===== src/rtl/instruction_fetch.sv =====
// Instruction fetch stage: reads words sequentially and hands them to the decoder over a four-phase DOR/ack handshake.
// Build option IFETCH_PREFETCH_EN inserts a 2-entry prefetch FIFO so memory reads overlap the decoder handshake.
module instruction_fetch #(
  parameter logic [31:0] HALT_WORD = 32'hFFFFFFFF,
  parameter logic [15:0] MAX_FETCH = 16'd0
) (
  input  logic        clk,
  input  logic        reset,
  input  logic        start,
  input  logic [15:0] start_pc,
  input  logic        stop,
  output logic        busy,
  output logic        done,
  output logic [15:0] pc_out,
  output logic [15:0] fetch_count,
  output logic        DOR,
  output logic [31:0] data_out,
  input  logic        ack_from_next,
  output logic [9:0]  mem_addr,
  output logic        mem_en,
  output logic        mem_we,
  output logic [31:0] mem_di,
  input  logic [31:0] mem_do,
  input  logic        mem_do_ack
);

  typedef enum logic [2:0] {
    IDLE, FETCH_REQ, FETCH_WAIT, PRESENT, WAIT_ACK_LOW, STREAM, END
  } state_t;

  state_t      state_q, state_d;
  logic [15:0] pc_q, pc_d;
  logic [15:0] fetchCount_q, fetchCount_d;
  logic        busy_q, busy_d;
  logic        done_q, done_d;
  logic        dor_q, dor_d;
  logic [31:0] dataOut_q, dataOut_d;
  logic [9:0]  memAddr_q, memAddr_d;
  logic        memEn_q, memEn_d;
  logic        stopSeen_q, stopSeen_d;
  logic        stopNow;

  // A stop arriving in the same cycle as a decision point counts as already seen.
  assign stopNow = stopSeen_q | stop;

  always_ff @(posedge clk or negedge reset) begin
    if (!reset) begin
      state_q      <= IDLE;
      pc_q         <= '0;
      fetchCount_q <= '0;
      busy_q       <= 1'b0;
      done_q       <= 1'b0;
      dor_q        <= 1'b0;
      dataOut_q    <= '0;
      memAddr_q    <= '0;
      memEn_q      <= 1'b0;
      stopSeen_q   <= 1'b0;
    end else begin
      state_q      <= state_d;
      pc_q         <= pc_d;
      fetchCount_q <= fetchCount_d;
      busy_q       <= busy_d;
      done_q       <= done_d;
      dor_q        <= dor_d;
      dataOut_q    <= dataOut_d;
      memAddr_q    <= memAddr_d;
      memEn_q      <= memEn_d;
      stopSeen_q   <= stopSeen_d;
    end
  end

`ifdef IFETCH_PREFETCH_EN
  logic [31:0] fifo_q [2];
  logic [31:0] fifo_d [2];
  logic [1:0]  fifoCnt_q, fifoCnt_d;
  logic        rdPtr_q, rdPtr_d;
  logic        wrPtr_q, wrPtr_d;
  logic        waitLow_q, waitLow_d;
  logic        halt_q, halt_d;
  logic [15:0] issued_q, issued_d;
  logic        push, pop, ending;

  assign ending = halt_q | stopNow | ((MAX_FETCH != 16'd0) && (issued_q == MAX_FETCH));

  always_ff @(posedge clk or negedge reset) begin
    if (!reset) begin
      fifo_q[0] <= '0;
      fifo_q[1] <= '0;
      fifoCnt_q <= '0;
      rdPtr_q   <= 1'b0;
      wrPtr_q   <= 1'b0;
      waitLow_q <= 1'b0;
      halt_q    <= 1'b0;
      issued_q  <= '0;
    end else begin
      fifo_q    <= fifo_d;
      fifoCnt_q <= fifoCnt_d;
      rdPtr_q   <= rdPtr_d;
      wrPtr_q   <= wrPtr_d;
      waitLow_q <= waitLow_d;
      halt_q    <= halt_d;
      issued_q  <= issued_d;
    end
  end

  always_comb begin
    state_d      = state_q;
    pc_d         = pc_q;
    fetchCount_d = fetchCount_q;
    busy_d       = busy_q;
    done_d       = 1'b0;
    dor_d        = dor_q;
    dataOut_d    = dataOut_q;
    memAddr_d    = memAddr_q;
    memEn_d      = memEn_q;
    stopSeen_d   = stopSeen_q;
    fifo_d       = fifo_q;
    fifoCnt_d    = fifoCnt_q;
    rdPtr_d      = rdPtr_q;
    wrPtr_d      = wrPtr_q;
    waitLow_d    = waitLow_q;
    halt_d       = halt_q;
    issued_d     = issued_q;
    push         = 1'b0;
    pop          = 1'b0;
    if (state_q != IDLE && stop) stopSeen_d = 1'b1;
    case (state_q)
      IDLE: begin
        if (start) begin
          pc_d         = start_pc & 16'hFFFC;
          fetchCount_d = '0;
          busy_d       = 1'b1;
          stopSeen_d   = stop;
          fifoCnt_d    = '0;
          rdPtr_d      = 1'b0;
          wrPtr_d      = 1'b0;
          waitLow_d    = 1'b0;
          halt_d       = 1'b0;
          issued_d     = '0;
          state_d      = STREAM;
        end
      end
      STREAM: begin
        if (memEn_q) begin
          if (mem_do_ack) begin
            memEn_d   = 1'b0;
            memAddr_d = '0;
            if (!stopNow) begin
              if (mem_do == HALT_WORD) halt_d = 1'b1;
              else begin
                push = 1'b1;
                pc_d = pc_q + 16'd4;
              end
            end
          end
        end else if (!ending && fifoCnt_q != 2'd2) begin
          memEn_d   = 1'b1;
          memAddr_d = pc_q[11:2];
          issued_d  = issued_q + 16'd1;
        end
        // The presented word stays in the FIFO until acked, so it counts toward full.
        if (dor_q) begin
          if (ack_from_next) begin
            dor_d        = 1'b0;
            pop          = 1'b1;
            waitLow_d    = 1'b1;
            fetchCount_d = fetchCount_q + 16'd1;
          end
        end else if (waitLow_q) begin
          if (!ack_from_next) waitLow_d = 1'b0;
        end else if (fifoCnt_q != 2'd0 && !stopNow) begin
          dor_d     = 1'b1;
          dataOut_d = fifo_q[rdPtr_q];
        end
        if (push) begin
          fifo_d[wrPtr_q] = mem_do;
          wrPtr_d         = ~wrPtr_q;
        end
        if (pop) rdPtr_d = ~rdPtr_q;
        fifoCnt_d = fifoCnt_q + {1'b0, push} - {1'b0, pop};
        if (stopNow) begin
          if (dor_q && !pop) begin
            fifoCnt_d = 2'd1;
            wrPtr_d   = ~rdPtr_q;
          end else begin
            fifoCnt_d = 2'd0;
            wrPtr_d   = rdPtr_d;
          end
        end
        if (ending && !memEn_q && fifoCnt_q == 2'd0 && !dor_q && !waitLow_q) state_d = END;
      end
      END: begin
        busy_d  = 1'b0;
        done_d  = 1'b1;
        state_d = IDLE;
      end
      default: state_d = IDLE;
    endcase
  end
`else
  always_comb begin
    state_d      = state_q;
    pc_d         = pc_q;
    fetchCount_d = fetchCount_q;
    busy_d       = busy_q;
    done_d       = 1'b0;
    dor_d        = dor_q;
    dataOut_d    = dataOut_q;
    memAddr_d    = memAddr_q;
    memEn_d      = memEn_q;
    stopSeen_d   = stopSeen_q;
    if (state_q != IDLE && stop) stopSeen_d = 1'b1;
    case (state_q)
      IDLE: begin
        if (start) begin
          pc_d         = start_pc & 16'hFFFC;
          fetchCount_d = '0;
          busy_d       = 1'b1;
          stopSeen_d   = stop;
          state_d      = FETCH_REQ;
        end
      end
      FETCH_REQ: begin
        memAddr_d = pc_q[11:2];
        memEn_d   = 1'b1;
        state_d   = FETCH_WAIT;
      end
      FETCH_WAIT: begin
        if (mem_do_ack) begin
          memEn_d   = 1'b0;
          memAddr_d = '0;
          if (stopNow || mem_do == HALT_WORD) state_d = END;
          else begin
            dataOut_d = mem_do;
            dor_d     = 1'b1;
            pc_d      = pc_q + 16'd4;
            state_d   = PRESENT;
          end
        end
      end
      PRESENT: begin
        if (ack_from_next) begin
          dor_d        = 1'b0;
          fetchCount_d = fetchCount_q + 16'd1;
          state_d      = WAIT_ACK_LOW;
        end
      end
      WAIT_ACK_LOW: begin
        if (!ack_from_next) begin
          if (stopNow || ((MAX_FETCH != 16'd0) && (fetchCount_q == MAX_FETCH))) state_d = END;
          else state_d = FETCH_REQ;
        end
      end
      END: begin
        busy_d  = 1'b0;
        done_d  = 1'b1;
        state_d = IDLE;
      end
      default: state_d = IDLE;
    endcase
  end
`endif

  assign busy        = busy_q;
  assign done        = done_q;
  assign pc_out      = pc_q;
  assign fetch_count = fetchCount_q;
  assign DOR         = dor_q;
  assign data_out    = dataOut_q;
  assign mem_addr    = memAddr_q;
  assign mem_en      = memEn_q;
  assign mem_we      = 1'b0;
  assign mem_di      = '0;

endmodule


===== config.mk =====
export PLATFORM = sky130hd
export DESIGN_NAME = instruction_fetch
export DESIGN_NICKNAME = d
export VERILOG_FILES = /design/src/rtl/instruction_fetch.sv
export SDC_FILE = /design/constraint.sdc
export NUM_CORES = 1
export LEC_CHECK = 0
export CAP_MARGIN = 25
export CORE_MARGIN = 5
export CORE_UTILIZATION = 35
export CTS_BUF_LIST = sky130_fd_sc_hd__clkbuf_8 sky130_fd_sc_hd__clkbuf_16
export DETAILED_ROUTE_END_ITERATION = 12
export PLACE_DENSITY = 0.68
export SYNTH_ARGS = -nofsm -noshare
export SYNTH_HDL_FRONTEND = slang
export SYNTH_SLANG_ARGS = --single-unit

===== constraint.sdc =====
create_clock -name clk -period 4.4 [get_ports clk]
set_input_delay 1.1 -clock clk [delete_from_list [all_inputs] [get_ports clk]]
set_output_delay 1.1 -clock clk [all_outputs]
set_load 0.01 [all_outputs]

==> results.md <==
* Final std cells w/o fill at approximately 640
* Gpl congestion at 0.781
* Crit path launch type: input pin
* Final hold slack at slightly above 0.5 ns
* Relative slew slack at 0.417
* Least-Margin Pin Slew at between 0.8 and 0.9 ns
* Seq pwr share at 0.379
* Drt drc at 0
* Initial antenna violation count at 0
* Critical path type: input pin to flop
* Sw Pwr at ~1.1 mW
* Register area share after synthesis at 0.503
* Ant. Diodes at 0
* Mux contribution to synthesized area at 0.0981
* I/O pins at approximately 170
* Pin count of the biggest net entering global routing at 81
* M2 GR Usage at 0.252
* Count leader, synth: dfrtp_1
* Dpl hpwl at 7.41 mm
* Sw Share at 0.344
* Post-Syn Area at 3980 µm²
* Pleak at between 2 and 2.5 nW
* Final antenna-violating net count at 0
* Inst Count DP at between 600 and 700
* Sink Count at 80
* Final worst slack at 1.06 ns
* Synthesized area per cell at between 10 and 15 µm²
* RSZ-0062 raised after global routing: no
* Layout cells sized above 1 at 0.124
* HP Class: flop to flop
* Synth top area cells: dfrtp_1 (50%), mux2_2 (9.1%), buf_4 (6.6%)
* Simple-gate portion of the synthesized area at 0.150
* Yosys warns at 0
* TritonCTS clock tree: yes
* GRT Util Overall at 0.157
* Top cell type by total area after synthesis: dfrtp_1
* FF+latch count, synth at 80
* CTS root buf: clkbuf_16
* Post-synth EDFFs at 0
* Status: finished clean
* Num rows at 39
* CP Data Required Time at around 4.6 ns
* Max rail drop VDD at approximately 0.40 mV
* Die H at roughly 120 µm
* Total setup buffers inserted after CTS at 0
* Drt total wl at between 10 and 15 mm
* Top FF cell, synth: dfrtp_1
* Internal power at between 2 and 2.5 mW
* Comb power frac at 0.410
* Asr flop ratio synth at 1.00
* Worst setup EP type: flop
* Hold buffer count at cts at 0
* Synth Area in Compound Gates at 0.125
* Fin crit share at 0.758
* Setup Skew at 0.00661 ns
* 1st-iter DRT viols at 186
* Synth top cells by count: dfrtp_1 (80), buf_4 (35), mux2_2 (32)
* Reg clk slew, reported paths at roughly 0.06 ns
* Area Growth Syn to Fin at 39.4%
* Crit Path Max Fanout at 15
* Drt first pass iters at 4
* Yosys cell types at 48
* Die area at 13600 µm²
* Max Clk Rate at ~300 MHz
* Routed vias/inst at 5.08
* Largest family of logic cells by synthesized area: simple AND/OR/NAND/NOR gates
* Hold Violations, Final at 0
* Total negative setup slack at 0 ns
* Via count at approximately 3300
* Worst-case clock buffer depth at 2
* CTS resizes at 0
* Cells after Synth at 366
* Critical path arrival at 3.56 ns
* Global-route wire length before repair at ~17 mm
* Grt total ovfl at 0
* GR Layer Usage met1 at 0.191
* CORE AREA at between 10000 and 15000 µm²
* Synth top area share at 0.503
* CTS H-Tree Depth at 3
* Routed length per instance at between 15 and 20 µm
* Final setup fails at 0
* Max Cap Viol at 0
* Die width at 117 µm
* CTS buffer count at 9
* Final nets at roughly 550
* Fin. max-slew vios at 0
* Worst-Skew Late Latency at between 0.3 and 0.4 ns
* PwrDens at between 500 and 600 nW/µm²
* Via count of the first global-routing pass at approximately 3300
* Fin crit period at ~3.3 ns
* Initial Util at 0.353
* Post-Synth Adder-Cell Area at 0.00629
* Place WS at between 0.7 and 0.8 ns
* Grt peak-use layer: met2
* Routing usage on met3 at 0.0617
* Clock network fraction of total power at 0.210
* Number of port buffers at around 130
* XOR/XNOR share of the synthesized area at 0.0220
==> per-stage QoR <==
step                 util  area [µm²]  power (mW)
detailed placement  0.466        5250        2.61
finish              0.492        5550        3.29
floorplan               -        4110        1.91
global placement    0.466        5250        2.59
global route        0.492        5550        3.52
CTS                 0.490        5520        3.34
==> metal layers <==
layer | vias to the layer above | part of all wire
met5 | - | 0
met1 | 1604 | 0.40
met2 | 123 | 0.50
met4 | 0 | 0.017
met3 | 15 | 0.082
li1 | 1522 | -
==> state kept, by name, indices dropped and copies added (netlist names) <==
register and cells:
pc_out 14, mem_en 1, fetch_count 16, data_out 32, mem_addr 10, stopSeen_q 1
DOR 1, done 1, busy 1, state_q 3
==> power by group through the flow <==
stage	Combinational, mW	Sequential [mW]	Clock [mW]
after floorplan	0.602	1.31	0
after global placement	1.34	1.24	0
after detailed placement	1.36	1.25	0
after CTS	1.37	1.25	0.721
after global routing	1.47	1.30	0.755
final	1.35	1.25	0.693
==> cells in the final DEF, fill, tap and decap left out, types with 2 or more instances in the layout <==
cell type and instances:
clkbuf_8 2, o21ai_0 15, and3_1 7, dfrtp_1 80, nor2b_1 3, inv_1 3, and2_1 2, and4_1 3
a22o_1 11, mux2_2 32, a21o_1 3, mux2i_1 3, clkinv_2 4, a211oi_1 2, nand2b_1 3, nor4_1 3
a31oi_1 2, a21oi_1 13, ha_1 2, buf_4 9, nand2_1 25, nand4_1 18, o311ai_0 2, nand3_1 11
nor3_1 7, conb_1 35, clkdlybuf4s50_1 126, nor3b_1 2, nor2_1 23, or3_1 4, clkbuf_16 9, o22ai_1 3
xor2_1 9, a32o_1 7
==> worst paths after layout <==
kind / from / endpoint / slack [ns] / cells past startpoint
setup / recovery: start / pc_out[3]$_DFFE_PN0P_ / 1.06 / 6
hold / removal: data_out[2]$_DFFE_PN0P_ / data_out[2]$_DFFE_PN0P_ / 0.50 / 1
setup reg to reg: state_q[1]$_DFFE_PN0P_ / data_out[22]$_DFFE_PN0P_ / 1.69 / 6
hold reg to reg: data_out[2]$_DFFE_PN0P_ / data_out[2]$_DFFE_PN0P_ / 0.50 / 1
max in group asynchronous: reset / mem_addr[2]$_DFFE_PN0P_ / 3.05 / 2
min in group asynchronous: reset / fetch_count[1]$_DFFE_PN0P_ / 0.74 / 1
==> cell type report <==
cell class / count / area, µm²
Inverter: 3 / 11.3
Clock buffer: 11 / 253
Tap cell: 143 / 179
Multi-Input combinational cell: 264 / 1730
Clock inverter: 4 / 20.0
Timing Repair Buffer: 137 / 1350
Fill cell: 1066 / 5720
Sequential cell: 80 / 2000
==> kinds of logic after synthesis <==
group                    after synthesis
XOR/XNOR                              10
multiplexers                          35
AO/OA/AOI/OAI                         67
flip-flops                            80
other                                  1
adder cells (fa/ha/maj)                2
buffers and inverters                 56
AND/OR/NAND/NOR                      115
==> critical path, cell delays in order <==
cell and delay, ns:
clkdlybuf4s50_1 0.57, mux2i_1 0.09, or3_1 0.46, a2111oi_4 0.85, or2_2 0.38, a31oi_1 0.11
Note: power is estimated with default switching activity, not from simulation.
